$ cat src/rtl/ps2_rx_event_fifo_if.sv
// ----------------------------------------------------------------------------
// ps2_rx_event_fifo_if
// Key-event stream between the PS/2 receive front end and its consumer.
//   ev_valid : head event present (FIFO non-empty)
//   ev_data  : head event {ext, brk, code[7:0]}
//   ev_ready : consumer takes the head event this cycle
//   ev_count : FIFO occupancy, 0 .. 2^FIFO_AW
// master = event source (receiver), slave = event consumer.
// ----------------------------------------------------------------------------
interface ps2_rx_event_fifo_if #(
  parameter int FIFO_AW = 4
) ();
  logic             ev_valid;
  logic [9:0]       ev_data;
  logic             ev_ready;
  logic [FIFO_AW:0] ev_count;

  modport master (output ev_valid, output ev_data, output ev_count, input ev_ready);
  modport slave  (input ev_valid, input ev_data, input ev_count, output ev_ready);
endinterface

$ cat src/rtl/ps2_rx_event_fifo.sv
// ----------------------------------------------------------------------------
// ps2_rx_event_fifo
// PS/2 keyboard receive front end: synchronises and filters the pins,
// deserialises 11-bit device-to-host frames, folds E0/F0 prefixes into single
// key events, tracks shift/caps-lock, and queues events in a FWFT FIFO.
// Ports:
//   clk, rst          : system clock, synchronous active-high reset
//   ps2_clk_i         : raw PS/2 clock pin (asynchronous)
//   ps2_data_i        : raw PS/2 data pin (asynchronous)
//   ev                : event stream (valid/ready, head data, occupancy)
//   shift, capslock   : modifier state
//   frame_err         : 1-cycle pulse, bad start/parity/stop or timeout
//   overflow          : 1-cycle pulse, event dropped because FIFO was full
// ----------------------------------------------------------------------------
module ps2_rx_event_fifo #(
  parameter int FILTER_LEN     = 8,
  parameter int TIMEOUT_CYCLES = 50000,
  parameter int FIFO_AW        = 4
) (
  input  logic                       clk,
  input  logic                       rst,
  input  logic                       ps2_clk_i,
  input  logic                       ps2_data_i,
  ps2_rx_event_fifo_if.master        ev,
  output logic                       shift,
  output logic                       capslock,
  output logic                       frame_err,
  output logic                       overflow
);

  localparam int               DEPTH   = 1 << FIFO_AW;
  localparam int               FLT_W   = $clog2(FILTER_LEN + 1);
  localparam int               TO_W    = $clog2(TIMEOUT_CYCLES + 1);
  localparam logic [FIFO_AW:0] DEPTH_C = (FIFO_AW + 1)'(DEPTH);
  localparam logic [7:0]       CODE_EXT   = 8'hE0;
  localparam logic [7:0]       CODE_BRK   = 8'hF0;
  localparam logic [7:0]       CODE_LSHFT = 8'h12;
  localparam logic [7:0]       CODE_RSHFT = 8'h59;
  localparam logic [7:0]       CODE_CAPS  = 8'h58;

  // Pin conditioning
  logic             clk_s1_q, clk_s2_q, dat_s1_q, dat_s2_q;
  logic             filt_clk_q;
  logic [FLT_W-1:0] flt_cnt_q;
  logic             flip, fall_edge;

  // The filtered clock flips on the FILTER_LEN-th consecutive differing sample;
  // a flip from high is the falling edge that samples data.
  assign flip      = (clk_s2_q != filt_clk_q) && (flt_cnt_q == FLT_W'(FILTER_LEN - 1));
  assign fall_edge = flip && filt_clk_q;

  always_ff @(posedge clk) begin
    // NOTE: sequential state is assigned with <= so every flop updates from
    // pre-edge values; blocking assignments here would chain the synchroniser.
    if (rst) begin
      clk_s1_q   <= 1'b1;
      clk_s2_q   <= 1'b1;
      dat_s1_q   <= 1'b1;
      dat_s2_q   <= 1'b1;
      filt_clk_q <= 1'b1;
      flt_cnt_q  <= '0;
    end else begin
      clk_s1_q <= ps2_clk_i;
      clk_s2_q <= clk_s1_q;
      dat_s1_q <= ps2_data_i;
      dat_s2_q <= dat_s1_q;
      if (clk_s2_q == filt_clk_q) begin
        flt_cnt_q <= '0;
      end else if (flip) begin
        filt_clk_q <= clk_s2_q;
        flt_cnt_q  <= '0;
      end else begin
        flt_cnt_q <= flt_cnt_q + FLT_W'(1);
      end
    end
  end

  // Deserialiser and timeout
  logic [3:0]      bit_cnt_q;
  logic [9:0]      frame_q;    // {parity, data[7:0], start}
  logic [TO_W-1:0] idle_q;
  logic            byte_valid_q, frame_err_q;
  logic [7:0]      byte_q;
  logic            frame_ok;

  assign frame_ok = !frame_q[0] && dat_s2_q && (^frame_q[9:1]);

  always_ff @(posedge clk) begin
    if (rst) begin
      bit_cnt_q    <= '0;
      frame_q      <= '0;
      idle_q       <= '0;
      byte_valid_q <= 1'b0;
      frame_err_q  <= 1'b0;
      byte_q       <= '0;
    end else begin
      byte_valid_q <= 1'b0;
      frame_err_q  <= 1'b0;
      if (fall_edge) begin
        idle_q <= '0;
        if (bit_cnt_q == 4'd10) begin
          bit_cnt_q <= '0;
          if (frame_ok) begin
            byte_valid_q <= 1'b1;
            byte_q       <= frame_q[8:1];
          end else begin
            frame_err_q <= 1'b1;
          end
        end else begin
          frame_q[bit_cnt_q] <= dat_s2_q;
          bit_cnt_q          <= bit_cnt_q + 4'd1;
        end
      end else if (bit_cnt_q != 4'd0) begin
        if (idle_q == TO_W'(TIMEOUT_CYCLES)) begin
          bit_cnt_q   <= '0;
          idle_q      <= '0;
          frame_err_q <= 1'b1;
        end else begin
          idle_q <= idle_q + TO_W'(1);
        end
      end else begin
        idle_q <= '0;
      end
    end
  end

  // Decoder, modifiers and FIFO control
  logic               ext_q, brk_q;
  logic               held_l_q, held_r_q, caps_q, caps_held_q;
  logic               overflow_q;
  logic [FIFO_AW-1:0] wr_ptr_q, rd_ptr_q;
  logic [FIFO_AW:0]   count_q;
  logic [9:0]         mem_q [DEPTH];
  logic               push_req, push_ok, pop;

  always_comb begin
    // NOTE: every always_comb output gets a default first so no path leaves it
    // unassigned, which would otherwise infer a latch.
    push_req = 1'b0;
    if (byte_valid_q && byte_q != CODE_EXT && byte_q != CODE_BRK) push_req = 1'b1;
    pop     = (count_q != '0) && ev.ev_ready;
    push_ok = push_req && ((count_q < DEPTH_C) || pop);
  end

  always_ff @(posedge clk) begin
    if (rst) begin
      ext_q       <= 1'b0;
      brk_q       <= 1'b0;
      held_l_q    <= 1'b0;
      held_r_q    <= 1'b0;
      caps_q      <= 1'b0;
      caps_held_q <= 1'b0;
      overflow_q  <= 1'b0;
      wr_ptr_q    <= '0;
      rd_ptr_q    <= '0;
      count_q     <= '0;
    end else begin
      overflow_q <= push_req && !push_ok;
      if (frame_err_q || push_req) begin
        ext_q <= 1'b0;
        brk_q <= 1'b0;
      end else if (byte_valid_q) begin
        if (byte_q == CODE_EXT) ext_q <= 1'b1;
        if (byte_q == CODE_BRK) brk_q <= 1'b1;
      end
      // Modifiers follow every emitted non-extended event, even a dropped one.
      if (push_req && !ext_q) begin
        case (byte_q)
          CODE_LSHFT: held_l_q <= !brk_q;
          CODE_RSHFT: held_r_q <= !brk_q;
          CODE_CAPS: begin
            if (!brk_q && !caps_held_q) caps_q <= !caps_q;
            caps_held_q <= !brk_q;
          end
          default: ;
        endcase
      end
      if (push_ok) wr_ptr_q <= wr_ptr_q + FIFO_AW'(1);
      if (pop)     rd_ptr_q <= rd_ptr_q + FIFO_AW'(1);
      case ({push_ok, pop})
        2'b10:   count_q <= count_q + (FIFO_AW + 1)'(1);
        2'b01:   count_q <= count_q - (FIFO_AW + 1)'(1);
        default: ;
      endcase
    end
  end

  // NOTE: storage is not reset; emptiness is defined by the pointers and count,
  // so clearing the array would only add reset fan-out.
  always_ff @(posedge clk) begin
    if (push_ok) mem_q[wr_ptr_q] <= {ext_q, brk_q, byte_q};
  end

  assign ev.ev_valid = (count_q != '0);
  assign ev.ev_data  = mem_q[rd_ptr_q];
  assign ev.ev_count = count_q;
  assign shift       = held_l_q | held_r_q;
  assign capslock    = caps_q;
  assign frame_err   = frame_err_q;
  assign overflow    = overflow_q;

endmodule

$ cat src/flat_wrapper.sv
// flat-port wrapper written by rule: the top's interface ports become plain ports
module ps2_rx_event_fifo_flat 
#(
  parameter int FILTER_LEN     = 8,
  parameter int TIMEOUT_CYCLES = 50000,
  parameter int FIFO_AW        = 4
)
  (clk, rst, ps2_clk_i, ps2_data_i, shift, capslock, frame_err, overflow, ev_ev_valid, ev_ev_data, ev_ev_count, ev_ev_ready);
  ps2_rx_event_fifo_if #(.FIFO_AW(FIFO_AW)) ev_i ();
  input  logic clk;
  input  logic rst;
  input  logic ps2_clk_i;
  input  logic ps2_data_i;
  output logic shift;
  output logic capslock;
  output logic frame_err;
  output logic overflow;
  output wire logic [$bits(ev_i.ev_valid)-1:0] ev_ev_valid;
  output wire logic [$bits(ev_i.ev_data)-1:0] ev_ev_data;
  output wire logic [$bits(ev_i.ev_count)-1:0] ev_ev_count;
  input wire logic [$bits(ev_i.ev_ready)-1:0] ev_ev_ready;
  assign ev_ev_valid = ev_i.ev_valid;
  assign ev_ev_data = ev_i.ev_data;
  assign ev_ev_count = ev_i.ev_count;
  assign ev_i.ev_ready = ev_ev_ready;
  ps2_rx_event_fifo #(.FILTER_LEN(FILTER_LEN), .TIMEOUT_CYCLES(TIMEOUT_CYCLES), .FIFO_AW(FIFO_AW)) u_core (.clk(clk), .rst(rst), .ps2_clk_i(ps2_clk_i), .ps2_data_i(ps2_data_i), .ev(ev_i), .shift(shift), .capslock(capslock), .frame_err(frame_err), .overflow(overflow));
endmodule
$ cat config.mk
export PLATFORM = sky130hd
export DESIGN_NAME = ps2_rx_event_fifo_flat
export DESIGN_NICKNAME = d
export VERILOG_FILES = /design/src/rtl/ps2_rx_event_fifo_if.sv /design/src/rtl/ps2_rx_event_fifo.sv /design/src/flat_wrapper.sv
export SDC_FILE = /design/constraint.sdc
export NUM_CORES = 1
export LEC_CHECK = 0
export ABC_CLOCK_PERIOD_IN_PS = 9100
export CELL_PAD_IN_SITES_DETAIL_PLACEMENT = 2
export CELL_PAD_IN_SITES_GLOBAL_PLACEMENT = 2
export CORE_UTILIZATION = 40
export DETAILED_ROUTE_END_ITERATION = 10
export PLACE_DENSITY_LB_ADDON = 0.08
export SLEW_MARGIN = 10
export SYNTH_ARGS = -nofsm -noshare
export SYNTH_HDL_FRONTEND = slang
export SYNTH_SLANG_ARGS = --single-unit
export TNS_END_PERCENT = 20
$ cat constraint.sdc
create_clock -name clk -period 9.1 [get_ports clk]
set_clock_uncertainty 0.1 [all_clocks]
set_input_delay 0.91 -clock clk [delete_from_list [all_inputs] [get_ports clk]]
set_output_delay 0.91 -clock clk [all_outputs]
set_load 0.1 [all_outputs]
Yosys cells after proc, flatten, opt, wreduce, memory -nomap -nowiden:

Memories as Yosys holds them, arrays and structs flattened. A register that Yosys moved wholly into a read port is not among the register bits.
Index checks and enable logic that the tools add are counted.

* $add $sub $neg: 7
* bitwise logic cells: 5
* multiplexer cells: 19
* $lt $le $gt $ge: 3
* reductions and logical operators: 40
* equality and inequality tests: 14

Operators by type and width (number)
* $mux W4: 6
* $add A16 B1 Y16 const B: 1
* $add A4 B1 Y4 const B: 4
* $eq A16 B16 Y1 const B: 1
* $eq A8 B7 Y1 const B: 2
* $eq A8 B8 Y1 const B: 2
* $ne A8 B8 Y1 const B: 2
* $reduce_and A2 Y1: 8
* $logic_and A1 B1 Y1: 12
* $bwmux W10: 1
* $mux W1: 10
* $pmux W5 S2: 1
* $reduce_xor A9 Y1: 1
* $eq A8 B5 Y1 const B: 1
* $logic_not A1 Y1: 6
* $reduce_and A3 Y1: 2
* $reduce_bool A2 Y1: 3
* $reduce_or A3 Y1: 2
* $add A5 B1 Y5 const B: 1
* $lt A4 B5 Y1 const B: 1
* $lt A5 B5 Y1 const B: 1
* $reduce_bool A5 Y1: 1
* $sub A5 B1 Y5 const B: 1
* $demux W1 S4: 1
* other kinds (13): 17

* memories kept: 1
* bits in writable memories: 160
* logic and storage cells: 111
* register bits: 69
* output and inout port bits: 20

Memory list
* u_core.mem_q: depth 16, width 10, rd ports 1, clocked after Yosys merged registers in 1, write ports 1, RTL line ps2_rx_event_fifo.sv:133 `logic [9:0] mem_q [DEPTH];`

Logic depth before layout (Yosys ltp):

Gate-level depths: netlist of run 1.

* word-level depth: 7
* depth in mapped cells: 12
* mapped depth without buffers: 11

Worst setup path before layout of run 1:

Ideal clock, no wire load.

* path kind: register to register
* start: register u_core.count_q[1] (netlist: u_core.ev.ev_count[1])
* end: register u_core.count_q[4] (netlist: u_core.ev.ev_count[4])
* stages on the path, launching flop included: 12
* required time: 8.930 ns
* setup slack: 5.664 ns
* buffers on the path: 1
* arrival: 3.265 ns
* setup time: 0.070 ns
* cells stage by stage: dfxtp_1 or3_4 o31a_1 ha_1 clkbuf_1 xor2_1 ha_1 a21o_1 a22oi_1 o221a_1 or3_1 a21oi_1

* cells in the longest elaborated chain, start to end: 6

Ends and longest elaborated chain
* start: declaration: RTL line ps2_rx_event_fifo.sv:132 `logic [FIFO_AW:0] count_q;`
* start signal: assignment: RTL line ps2_rx_event_fifo.sv:181 `2'b10: count_q <= count_q + (FIFO_AW + 1)'(1);`
* start signal: assignment: RTL line ps2_rx_event_fifo.sv:182 `2'b01: count_q <= count_q - (FIFO_AW + 1)'(1);`
* $reduce_bool A5 Y1 (*): RTL line ps2_rx_event_fifo.sv:141 `pop = (count_q != '0) && ev.ev_ready;`
* $logic_and A1 B1 Y1 (*): RTL line ps2_rx_event_fifo.sv:141
* named net u_core.pop: RTL line ps2_rx_event_fifo.sv:134 `logic push_req, push_ok, pop;`
* $logic_or A1 B1 Y1: RTL line ps2_rx_event_fifo.sv:142 `push_ok = push_req && ((count_q < DEPTH_C) || pop);`
* $logic_and A1 B1 Y1: RTL line ps2_rx_event_fifo.sv:142
* $eq A2 B1 Y1 or $eq A2 B2 Y1 (tied branches): RTL line ps2_rx_event_fifo.sv:180 `case ({push_ok, pop})`
* $pmux W5 S2 or $reduce_bool A2 Y1 (tied branches)

Mark *: on every way through the listed nets, which the timed path passes. The rest lies on a longest branch.
A chain may end at the register's enable or synchronous reset.

==> results of run 1 <==
[synthesized netlist by cell type (all sizes together)]
library cell	n
edfxtp	160
dfxtp	73
nor2	58
mux4	50
nand2	31
a21oi	30
nand3	27
clkbuf	19
xor2	19
o21ai	18
ha	11
inv	11
xnor2	11
mux2i	10
buf	8
nor3	8
nor2b	7
or3	7
and3	6
or2	6
nand2b	5
nand4	5
nor4	4
nor4b	4
and2	3
and4	3
a211o	2
or3b	2
a211oi	1
a21o	1
a22oi	1
a311oi	1
a31o	1
and3b	1
mux2	1
nand3b	1
nand4b	1
nor3b	1
nor4bb	1
o221a	1
o31a	1
xnor3	1
xor3	1
[layout make-up]
cell class                      count  area share [%]
Tap cell                          313            3.63
Clock buffer                       35            6.63
Timing Repair Buffer               37            3.09
Inverter                           11           0.383
Clock inverter                     13           0.905
Sequential cell                   233            58.1
Multi-Input combinational cell    342            27.2
[layer usage]
layer	track usage, %	vias up
li1	-	2403
met1	29.4	2823
met2	34.3	83
met3	2.73	23
met4	4.01	0
met5	0	-
[flip-flops by register name (all words and copies together), names as in the netlist, 4 cells and up, named ones only]
| signal | cells |
|---|---|
| u_core.frame_q | 10 |
| u_core.rd_ptr_q | 4 |
| u_core.wr_ptr_q | 4 |
| u_core.flt_cnt_q | 4 |
| u_core.idle_q | 16 |
| u_core.ev.ev_count | 5 |
| u_core.bit_cnt_q | 4 |
| u_core.mem_q | 160 |
| u_core.byte_q | 8 |
[cells in the final DEF (no fill, tap or decap), types with 7 or more instances in the layout]
cell type          n
clkdlybuf4s50_1   23
xor2_1            19
dfxtp_1           71
nor2b_1            7
ha_1              11
inv_1             11
nor3_1             8
o21ai_0           17
nor2_1            56
clkbuf_16         26
nand2_1           31
mux2i_1            9
mux4_2            50
edfxtp_1         160
xnor2_1           11
buf_4             13
a21oi_1           30
nand3_1           27
[power breakdown]
part           internal, mW  switching [mW]
Sequential             1.12         0.00101
Clock                 0.578           0.421
Combinational       0.00275         0.00529
Total                  1.70           0.427
[metrics by stage]
stage | power, mW | setup slack, ns
floorplan | 1.15 | 5.66
global placement | 1.15 | 4.99
detailed placement | 1.15 | 4.89
CTS | 2.15 | 4.37
finish | 2.13 | 4.45
global route | 2.19 | 4.24
[path summary, 6_finish.rpt]
| kind | startpoint | end | slack [ns] |
|---|---|---|---|
| setup / recovery | register | ev_ev_data[6] | 4.45 |
| hold / removal | u_core.dat_s1_q$_SDFF_PP1_ | u_core.dat_s2_q$_SDFF_PP1_ | 0.33 |
| setup reg to reg | u_core.byte_q[0]$_SDFFE_PP0P_ | u_core.ev.ev_count[4]$_SDFFE_PP0P_ | 5.25 |
| hold reg to reg | u_core.dat_s1_q$_SDFF_PP1_ | u_core.dat_s2_q$_SDFF_PP1_ | 0.33 |
[cells by family (layout without fill, tap and decap cells)]
group / Yosys count / count (layout) / synth area share (%)
mux: 61 / 61 / 13.3
flops: 233 / 233 / 67.0
compound gates: 57 / 57 / 3.47
fa+ha+maj: 11 / 11 / 1.47
simple gates: 181 / 181 / 9.81
xor+xnor: 32 / 32 / 3.31
buf+inv: 38 / 96 / 1.62
==> summary.md, run 1 <==
| Metric | Value |
|---|---|
| Synth cell types | `48` |
| Vias in the first global route | `5857` |
| Synthesized area per cell | `15.2 µm²` |
| Layout Utilization | `47.3%` |
| Crit Path Class | `register to primary output` |
| Syn_nets | `629` |
| Fin. Hold Viols | `0` |
| Top Ports | `25` |
| Slew @ Worst Pin | `1.07 ns` |
| Rel. slew slack | `28.1%` |
| Htree depth | `1` |
| Post-CTS Setup Bufs | `0` |
| Hold/Removal Path Class | `register to register` |
| Buffers on Ports | `24` |
| Arrival @ worst endpoint | `3.64 ns` |
| Peak supply drop | `0.000151 V` |
| #FFs+latches synth | `233` |
| Status | `finished, final reports clean` |
| Met2 WL | `11.4 mm` |
| WHS Path Cells | `1` |
| Yosys top cell area share | `51.4%` |
| Area occupied by multi-input gates | `2930 µm²` |
| Area of the die | `24000 µm²` |
| Register Area | `6270 µm²` |
| PwrDens | `197 nW/µm²` |
| Fill count | `2132` |
| CTS Root Cell | `clkbuf_16` |
| Cells after Synth | `613` |
| DR WL met3 | `767 µm` |
| Initial Utilization | `41.0%` |
| Final antenna-violating net count | `0` |
| Synth Warn # | `0` |
| Cts bufs inserted | `26` |
| Fmax | `215 MHz` |
| Maximum clock path buffer count | `3` |
| Crit-path slowest cell | `clkdlybuf4s50_1` |
| Cell family with most CP delay | `buffers and inverters` |
| Crit path buffers/inverters | `2` |
| Top cell type by total area after synthesis | `edfxtp_1` |
| Clk sinks | `233` |
| Crit path top cell by count | `mux4_2` |
| CTS tree | `done` |
| Max-slew violation count | `0` |
| Share of post-route cells with drive strength above 1 | `17.6%` |
| Residual DRC count | `0` |
| Iter 0 DRT Violations | `371` |
| Die Ht | `155 µm` |
| First-pass GRT wire length | `36.7 mm` |
| Core ar. | `22800 µm²` |
| Total Routed Length | `23.6 mm` |
| Area Overhead vs Synth | `15.3%` |
| Antenna diode instance count | `0` |
| Setup TNS | `0 ns` |
| CP max stage delay | `1.02 ns` |
| Row count | `55` |
| Post-Place Cell Area | `9970 µm²` |
| Pre-antenna DRT Iters | `4` |
| Clock slew at reported path FFs | `0.06 ns` |
| Crit path depth | `4` |
| Final #Nets | `667` |
| CP startpoint kind | `register` |
| Unrepaired setup endpoints after global routing | `false` |
| Post-synthesis cell area | `9350 µm²` |
| Remaining global-route overflow | `0` |
| Synth top area cells | `edfxtp_1 (51%), dfxtp_1 (16%), mux4_2 (12%)` |
| Initial antenna violation count | `0` |
| GR Util All Layers | `20.7%` |
| CP Cell Sequence | `buf_4, mux4_2, mux4_2, clkdlybuf4s50_1` |
| Via count | `5332` |
| DP Wirelength | `15.4 mm` |
| Resized cells post-CTS | `0` |
| Drt wl/cell | `24.0 µm` |
| Maxcap violations | `0` |
| Hold Slack | `0.333 ns` |
| P_leak | `3.57 nW` |
| Min cycle time layout | `4.65 ns` |
| Post-route cell area | `10800 µm²` |
| Largest net degree at the start of global routing | `52` |
| Worst skew pair latency | `0.53 ns` |
| Worst endpoint required time | `8.09 ns` |
| Final std cells w/o fill | `984` |
| Routability Congestion | `0.739` |
| R2r worst-path depth | `10` |
| Drt via density | `5.42` |
| Placed cell count | `936` |
| Endpoints failing setup | `0` |
| Period utilisation layout | `51.0%` |
| Sequential share of the synthesized area | `67.0%` |
| Die Wd | `155 µm` |
| Metal-1 WL | `11.2 mm` |
| Crit Path Max Fanout | `40` |
| Hold buffers post-CTS | `0` |
| DR top layer | `met4` |
| Setup crit end kind | `primary output` |
Note: power is estimated with default switching activity, not from simulation.
==> run 2: changes to the inputs <==
ABC_CLOCK_PERIOD_IN_PS = 4500   (was 9100)
clock period = 4.5 ns   (was 9.1 ns; I/O delays follow)
==> run 2 against run 1 <==
Compared with the run above:
- sequential cell count unchanged
- core utilization grew 0.49 points
- sequential share of layout area is 0.59 points lower
- register-to-register slack worse by 4.5 ns
==> summary.md, run 2 (same netlist as run 1, synthesis figures left out) <==
| Metric | Value |
|---|---|
| Status | `finished, final reports clean (unchanged)` |
| Crit path top cell by count | `ha_1 (was mux4_2)` |
| Crit-path slowest cell | `dfxtp_1 (was clkdlybuf4s50_1)` |
| Via count | `5382 (was 5332)` |
| CTS Root Cell | `clkbuf_16 (unchanged)` |
| Die Ht | `155 µm (unchanged)` |
| Endpoints failing setup | `0 (unchanged)` |
| Crit Path Class | `register to register (was register to primary output)` |
| Post-route cell area | `10900 µm² (was 10800 µm²)` |
| Setup TNS | `0 ns (unchanged)` |
| Final #Nets | `676 (was 667)` |
| P_leak | `3.66 nW (was 3.57 nW)` |
| Placed cell count | `945 (was 936)` |
| Clk sinks | `233 (unchanged)` |
| Fmax | `269 MHz` |
| Drt via density | `5.42 (about the same)` |
| Sw Ratio | `20.1% (about the same)` |
| Drt wl/cell | `24.3 µm (was 24.0 µm)` |
| PwrDens | `408 nW/µm² (was 197 nW/µm²)` |
| Routability Congestion | `0.713 (was 0.739)` |
| Die Wd | `155 µm (unchanged)` |
| Int Pwr | `3.56 mW (was 1.70 mW)` |
| CP Cell Sequence | `nor4b_1, a311oi_2, buf_4, inv_1, ha_1, xor2_1, ha_1, a21o_1, a22oi_1, o221a_1, or3_1, a21oi_1 (was buf_4, mux4_2, mux4_2, clkdlybuf4s50_1)` |
| Min cycle time layout | `3.72 ns` |
| Final antenna-violating net count | `0 (unchanged)` |
| Initial Utilization | `41.0% (unchanged)` |
| Total Routed Length | `24.1 mm (was 23.6 mm)` |
| Worst skew pair latency | `0.52 ns (was 0.53 ns)` |
| CP max stage delay | `0.74 ns (was 1.02 ns)` |
| Clock slew at reported path FFs | `0.06 ns (about the same)` |
| Rel. slew slack | `34.5% (was 28.1%)` |
| Hold buffers post-CTS | `0 (unchanged)` |
| Worst endpoint required time | `4.85 ns (was 8.09 ns)` |
| Share of power burned in combinational logic | `0.4% (about the same)` |
| Core ar. | `22800 µm² (unchanged)` |
| Period utilisation layout | `82.6%` |
| Largest registers | `u_core.mem_q: 160 flops, u_core.idle_q: 16 flops, u_core.frame_q: 10 flops (unchanged)` |
| Initial antenna violation count | `0 (unchanged)` |
| Pre-CTS setup slack | `0.830 ns (was 4.89 ns)` |
| Iter 0 DRT Violations | `297 (was 371)` |
| PnR Total Power | `4.45 mW (was 2.13 mW)` |
| First-pass GRT wire length | `37.0 mm (was 36.7 mm)` |
| Area of the die | `24000 µm² (unchanged)` |
| Post-CTS Setup Bufs | `0 (unchanged)` |
| Top Ports | `25 (unchanged)` |
| Setup crit end kind | `register (was primary output)` |
| Clock power frac | `48.7% (was 47.0%)` |
| Psw | `892 µW (was 427 µW)` |
| Vias in the first global route | `5976 (was 5857)` |
| Antenna diode instance count | `0 (unchanged)` |
| Pre-antenna DRT Iters | `4 (unchanged)` |
| Commonest non-fill, non-tap cell in the layout | `edfxtp_1 (unchanged)` |
| Cts bufs inserted | `26 (unchanged)` |
| Arrival @ worst endpoint | `4.07 ns (was 3.64 ns)` |
| CP startpoint kind | `register (unchanged)` |
| GR Util All Layers | `20.9% (was 20.7%)` |
| Max FFs per register | `160 (unchanged)` |
| Maxcap violations | `0 (unchanged)` |
| Fin. Hold Viols | `0 (unchanged)` |
| Row count | `55 (unchanged)` |
| Residual DRC count | `0 (unchanged)` |
| DP Wirelength | `15.3 mm (was 15.4 mm)` |
| Hold/Removal Path Class | `register to register (unchanged)` |
| Final worst setup slack | `0.784 ns (was 4.45 ns)` |
| Final std cells w/o fill | `993 (was 984)` |
| CTS tree | `done (unchanged)` |
| Max-slew violation count | `0 (unchanged)` |
| Peak supply drop | `0.000297 V (was 0.000151 V)` |
| Commonest non-fill, non-tap cells in the layout | `edfxtp_1 (160), dfxtp_1 (71), nor2_1 (58), mux4_2 (50) (was edfxtp_1 (160), dfxtp_1 (71), nor2_1 (56), mux4_2 (50), nand2_1 (31))` |
| Largest net degree at the start of global routing | `53 (was 52)` |
| Share of post-route cells with drive strength above 1 | `20.6% (was 17.6%)` |
| Post-Place Cell Area | `10000 µm² (was 9970 µm²)` |
| Area Overhead vs Synth | `16.5% (was 15.3%)` |
| Htree depth | `1 (unchanged)` |
| Sequential fraction of design power | `50.9% (was 52.6%)` |
| Unrepaired setup endpoints after global routing | `false (unchanged)` |
| Buffers on Ports | `24 (unchanged)` |
| Slew @ Worst Pin | `0.979 ns (was 1.07 ns)` |
| Crit Path Max Fanout | `20 (was 40)` |
| Resized cells post-CTS | `0 (unchanged)` |
| Remaining global-route overflow | `0 (unchanged)` |
| Reg with most FFs | `u_core.mem_q (unchanged)` |
| Maximum clock path buffer count | `3 (unchanged)` |
run 2: cell types whose count changed in the layout (fill, tap and decap cells not counted), sizes merged:
cell and delta:
buf +18, clkdlybuf4s50 -9, clkbuf -5, clkinv +3
bufinv +2
run 2: layout make-up:
class	instances	area, µm²
fill	2118	11900
sequential	233	6270
multi-input combinational	342	2930
clock buffer	30	697
tap	313	392
timing repair buffer	46	378
clock inverter	18	186
inverter	11	41.3
run 2: per-layer routing:
metal	vias up	track usage, %	part of all wire (%)
met4	0	5.37	2.2
met1	2822	27.2	44
met3	31	3.06	3.8
met5	-	0	0
li1	2414	-	-
met2	115	36.6	50
run 2: path summary, 6_finish.rpt:
path / start / end / slack [ns] / cells past startpoint
worst min register to register: u_core.clk_s1_q$_SDFF_PP1_ / u_core.clk_s2_q$_SDFF_PP1_ / 0.32 / 1
worst max-delay path: u_core.byte_q[6]$_SDFFE_PP0P_ / u_core.ev.ev_count[4]$_SDFFE_PP0P_ / 0.78 / 12
worst max register to register: u_core.byte_q[6]$_SDFFE_PP0P_ / u_core.ev.ev_count[4]$_SDFFE_PP0P_ / 0.78 / 12
worst min-delay path: u_core.clk_s1_q$_SDFF_PP1_ / u_core.clk_s2_q$_SDFF_PP1_ / 0.32 / 1
run 2: critical path, delay by kind of cell (launching register included):
kind | cells | cell delay (ns)
flops | 1 | 0.74
compound gates | 5 | 0.82
simple gates | 2 | 0.92
xor+xnor | 1 | 0.18
fa+ha+maj | 2 | 0.58
buf+inv | 2 | 0.30
run 2: power by group through the flow:
stage	combinational (mW)	clock, mW	sequential (mW)
floorplan	0.0107	0	2.31
detailed placement	0.0165	0	2.31
CTS	0.0165	2.21	2.26
global route	0.0183	2.29	2.26
finish	0.0160	2.17	2.26
global placement	0.0163	0	2.31
run 2: stage by stage:
stage,util [%],hold WS (ns)
floorplan,-,0.289
CTS,47.8,0.317
global placement,43.9,0.302
finish,47.8,0.316
detailed placement,43.9,0.304
global route,47.8,0.340
==> run 3: changes to the inputs <==
ABC_CLOCK_PERIOD_IN_PS = 3700   (was 4500)
clock period = 3.7 ns   (was 4.5 ns; I/O delays follow)
==> run 3 against run 2 <==
Compared with the run above:
- fmax increased by 9.8%
- via count shrank 1.4%
- highest routed layer unchanged
- sequential share of layout area is essentially flat
- design area is essentially flat
- final cell count rose by 0.30%
- count of clock-buffer cells in the layout up 1
- critical path depth is 1 lower
- global-route usage decreased by 0.62 points
- sequential power up 22%
==> summary.md, run 3 (same netlist as run 1, synthesis figures left out) <==
| Metric | Value |
|---|---|
| Period utilisation layout | `91.5% (was 82.6%)` |
| Peak supply drop | `0.000283 V (was 0.000297 V)` |
| Core ar. | `22800 µm² (unchanged)` |
| Largest net degree at the start of global routing | `32 (was 53)` |
| Antenna diode instance count | `0 (unchanged)` |
| Cts bufs inserted | `26 (unchanged)` |
| Commonest non-fill, non-tap cell in the layout | `edfxtp_1 (unchanged)` |
| Area Overhead vs Synth | `16.6% (was 16.5%)` |
| P_leak | `3.67 nW (was 3.66 nW)` |
| Routability Congestion | `0.774 (was 0.713)` |
| Buffers on Ports | `24 (unchanged)` |
| Crit Path Max Fanout | `20 (unchanged)` |
| Worst skew pair latency | `0.53 ns (was 0.52 ns)` |
| Reg with most FFs | `u_core.mem_q (unchanged)` |
| Resized cells post-CTS | `0 (unchanged)` |
| CP startpoint kind | `register (unchanged)` |
| CTS tree | `done (unchanged)` |
| First-pass GRT wire length | `36.1 mm (was 37.0 mm)` |
| Crit Path Class | `register to register (unchanged)` |
| Initial antenna violation count | `0 (unchanged)` |
| PnR Total Power | `5.34 mW (was 4.45 mW)` |
| Status | `finished, final reports clean (unchanged)` |
| Post-CTS Setup Bufs | `0 (unchanged)` |
| Htree depth | `1 (unchanged)` |
| Top Ports | `25 (unchanged)` |
| Post-route cell area | `10900 µm² (about the same)` |
| Clk sinks | `233 (unchanged)` |
| Setup TNS | `0 ns (unchanged)` |
| Endpoints failing setup | `0 (unchanged)` |
| Rel. slew slack | `32.9% (was 34.5%)` |
| Largest registers | `u_core.mem_q: 160 flops, u_core.idle_q: 16 flops, u_core.frame_q: 10 flops (unchanged)` |
| Vias in the first global route | `5939 (was 5976)` |
| Die Wd | `155 µm (unchanged)` |
| Drt via density | `5.33 (was 5.42)` |
| Unrepaired setup endpoints after global routing | `false (unchanged)` |
| Slew @ Worst Pin | `1.01 ns (was 0.979 ns)` |
| Commonest non-fill, non-tap cells in the layout | `edfxtp_1 (160), dfxtp_1 (71), nor2_1 (58), mux4_2 (50), buf_4 (33) (was edfxtp_1 (160), dfxtp_1 (71), nor2_1 (58), mux4_2 (50))` |
| Drt wl/cell | `23.6 µm (was 24.3 µm)` |
| Setup crit end kind | `register (unchanged)` |
| GR Util All Layers | `20.3% (was 20.9%)` |
| DP Wirelength | `14.8 mm (was 15.3 mm)` |
| Post-Place Cell Area | `10100 µm² (was 10000 µm²)` |
| Final antenna-violating net count | `0 (unchanged)` |
| Arrival @ worst endpoint | `3.74 ns (was 4.07 ns)` |
| Fmax | `295 MHz (was 269 MHz)` |
| Fin. Hold Viols | `0 (unchanged)` |
| PwrDens | `490 nW/µm² (was 408 nW/µm²)` |
| Clock slew at reported path FFs | `0.06 ns (about the same)` |
| Maxcap violations | `0 (unchanged)` |
| Max FFs per register | `160 (unchanged)` |
| CTS Root Cell | `clkbuf_16 (unchanged)` |
| Max-slew violation count | `0 (unchanged)` |
| Row count | `55 (unchanged)` |
| Worst endpoint required time | `4.06 ns (was 4.85 ns)` |
| Pre-antenna DRT Iters | `4 (unchanged)` |
| Total Routed Length | `23.5 mm (was 24.1 mm)` |
| Hold/Removal Path Class | `input pin to register (was register to register)` |
| Residual DRC count | `0 (unchanged)` |
| Final #Nets | `679 (was 676)` |
| Die Ht | `155 µm (unchanged)` |
| Share of post-route cells with drive strength above 1 | `20.4% (was 20.6%)` |
| Flop2flop setup slack | `0.32 ns (was 0.78 ns)` |
| Initial Utilization | `41.0% (unchanged)` |
| Hold buffers post-CTS | `0 (unchanged)` |
| Min cycle time layout | `3.38 ns (was 3.72 ns)` |
| Maximum clock path buffer count | `3 (unchanged)` |
| Iter 0 DRT Violations | `313 (was 297)` |
| Remaining global-route overflow | `0 (unchanged)` |
| Area of the die | `24000 µm² (unchanged)` |
| Via count | `5308 (was 5382)` |
## run 3: where the power goes
| group | internal (mW) | leakage [nW] | total (mW) | switching, mW |
|---|---|---|---|---|
| combinational | 0.00674 | 1.12 | 0.0195 | 0.0127 |
| sequential | 2.75 | 2.13 | 2.75 | 0.00237 |
| clock | 1.53 | 0.421 | 2.57 | 1.03 |
| total | 4.29 | 3.67 | 5.34 | 1.05 |
## run 3: metrics by stage
step	instances	hold slack, ns	setup WS, ns	utilization (%)
after floorplan	613	0.289	0.264	-
after global placement	948	0.305	0.594	44.1
after detailed placement	948	0.300	0.340	44.1
after CTS	996	0.137	0.274	47.9
after global routing	996	0.174	0.0928	47.9
final	996	0.143	0.315	47.9
## run 3: final cells by class
cell class,instances,area [µm²]
timing repair buffer,49,423
clock inverter,17,156
clock buffer,31,691
multi-input combinational,342,2930
inverter,11,41.3
sequential,233,6270
fill,2128,11900
tap,313,392
## run 3: path summary, 6_finish.rpt
check,cells past startpoint,endpoint,from
setup / recovery,11,u_core.ev.ev_count[4]$_SDFFE_PP0P_,u_core.byte_q[3]$_SDFFE_PP0P_
hold / removal,2,u_core.frame_q[7]$_SDFFE_PP0P_,rst
setup reg to reg,11,u_core.ev.ev_count[4]$_SDFFE_PP0P_,u_core.byte_q[3]$_SDFFE_PP0P_
hold reg to reg,1,u_core.dat_s2_q$_SDFF_PP1_,u_core.dat_s1_q$_SDFF_PP1_
## run 3: per-layer routing
layer | vias up | track usage, % | wire (µm)
li1 | 2420 | - | -
met1 | 2760 | 26.1 | 10200
met2 | 94 | 36.2 | 12100
met3 | 34 | 2.67 | 671
met4 | 0 | 5.19 | 506
met5 | - | 0 | 0
## run 3: worst max-delay path: stages (launching register included)
cell,delay [ns]
dfxtp_1,0.50
nor4b_1,0.58
a311oi_2,0.21
inv_1,0.12
ha_1,0.35
xor2_1,0.23
ha_1,0.26
a21o_1,0.14
a22oi_1,0.08
o221a_1,0.26
or3_1,0.31
a21oi_1,0.16
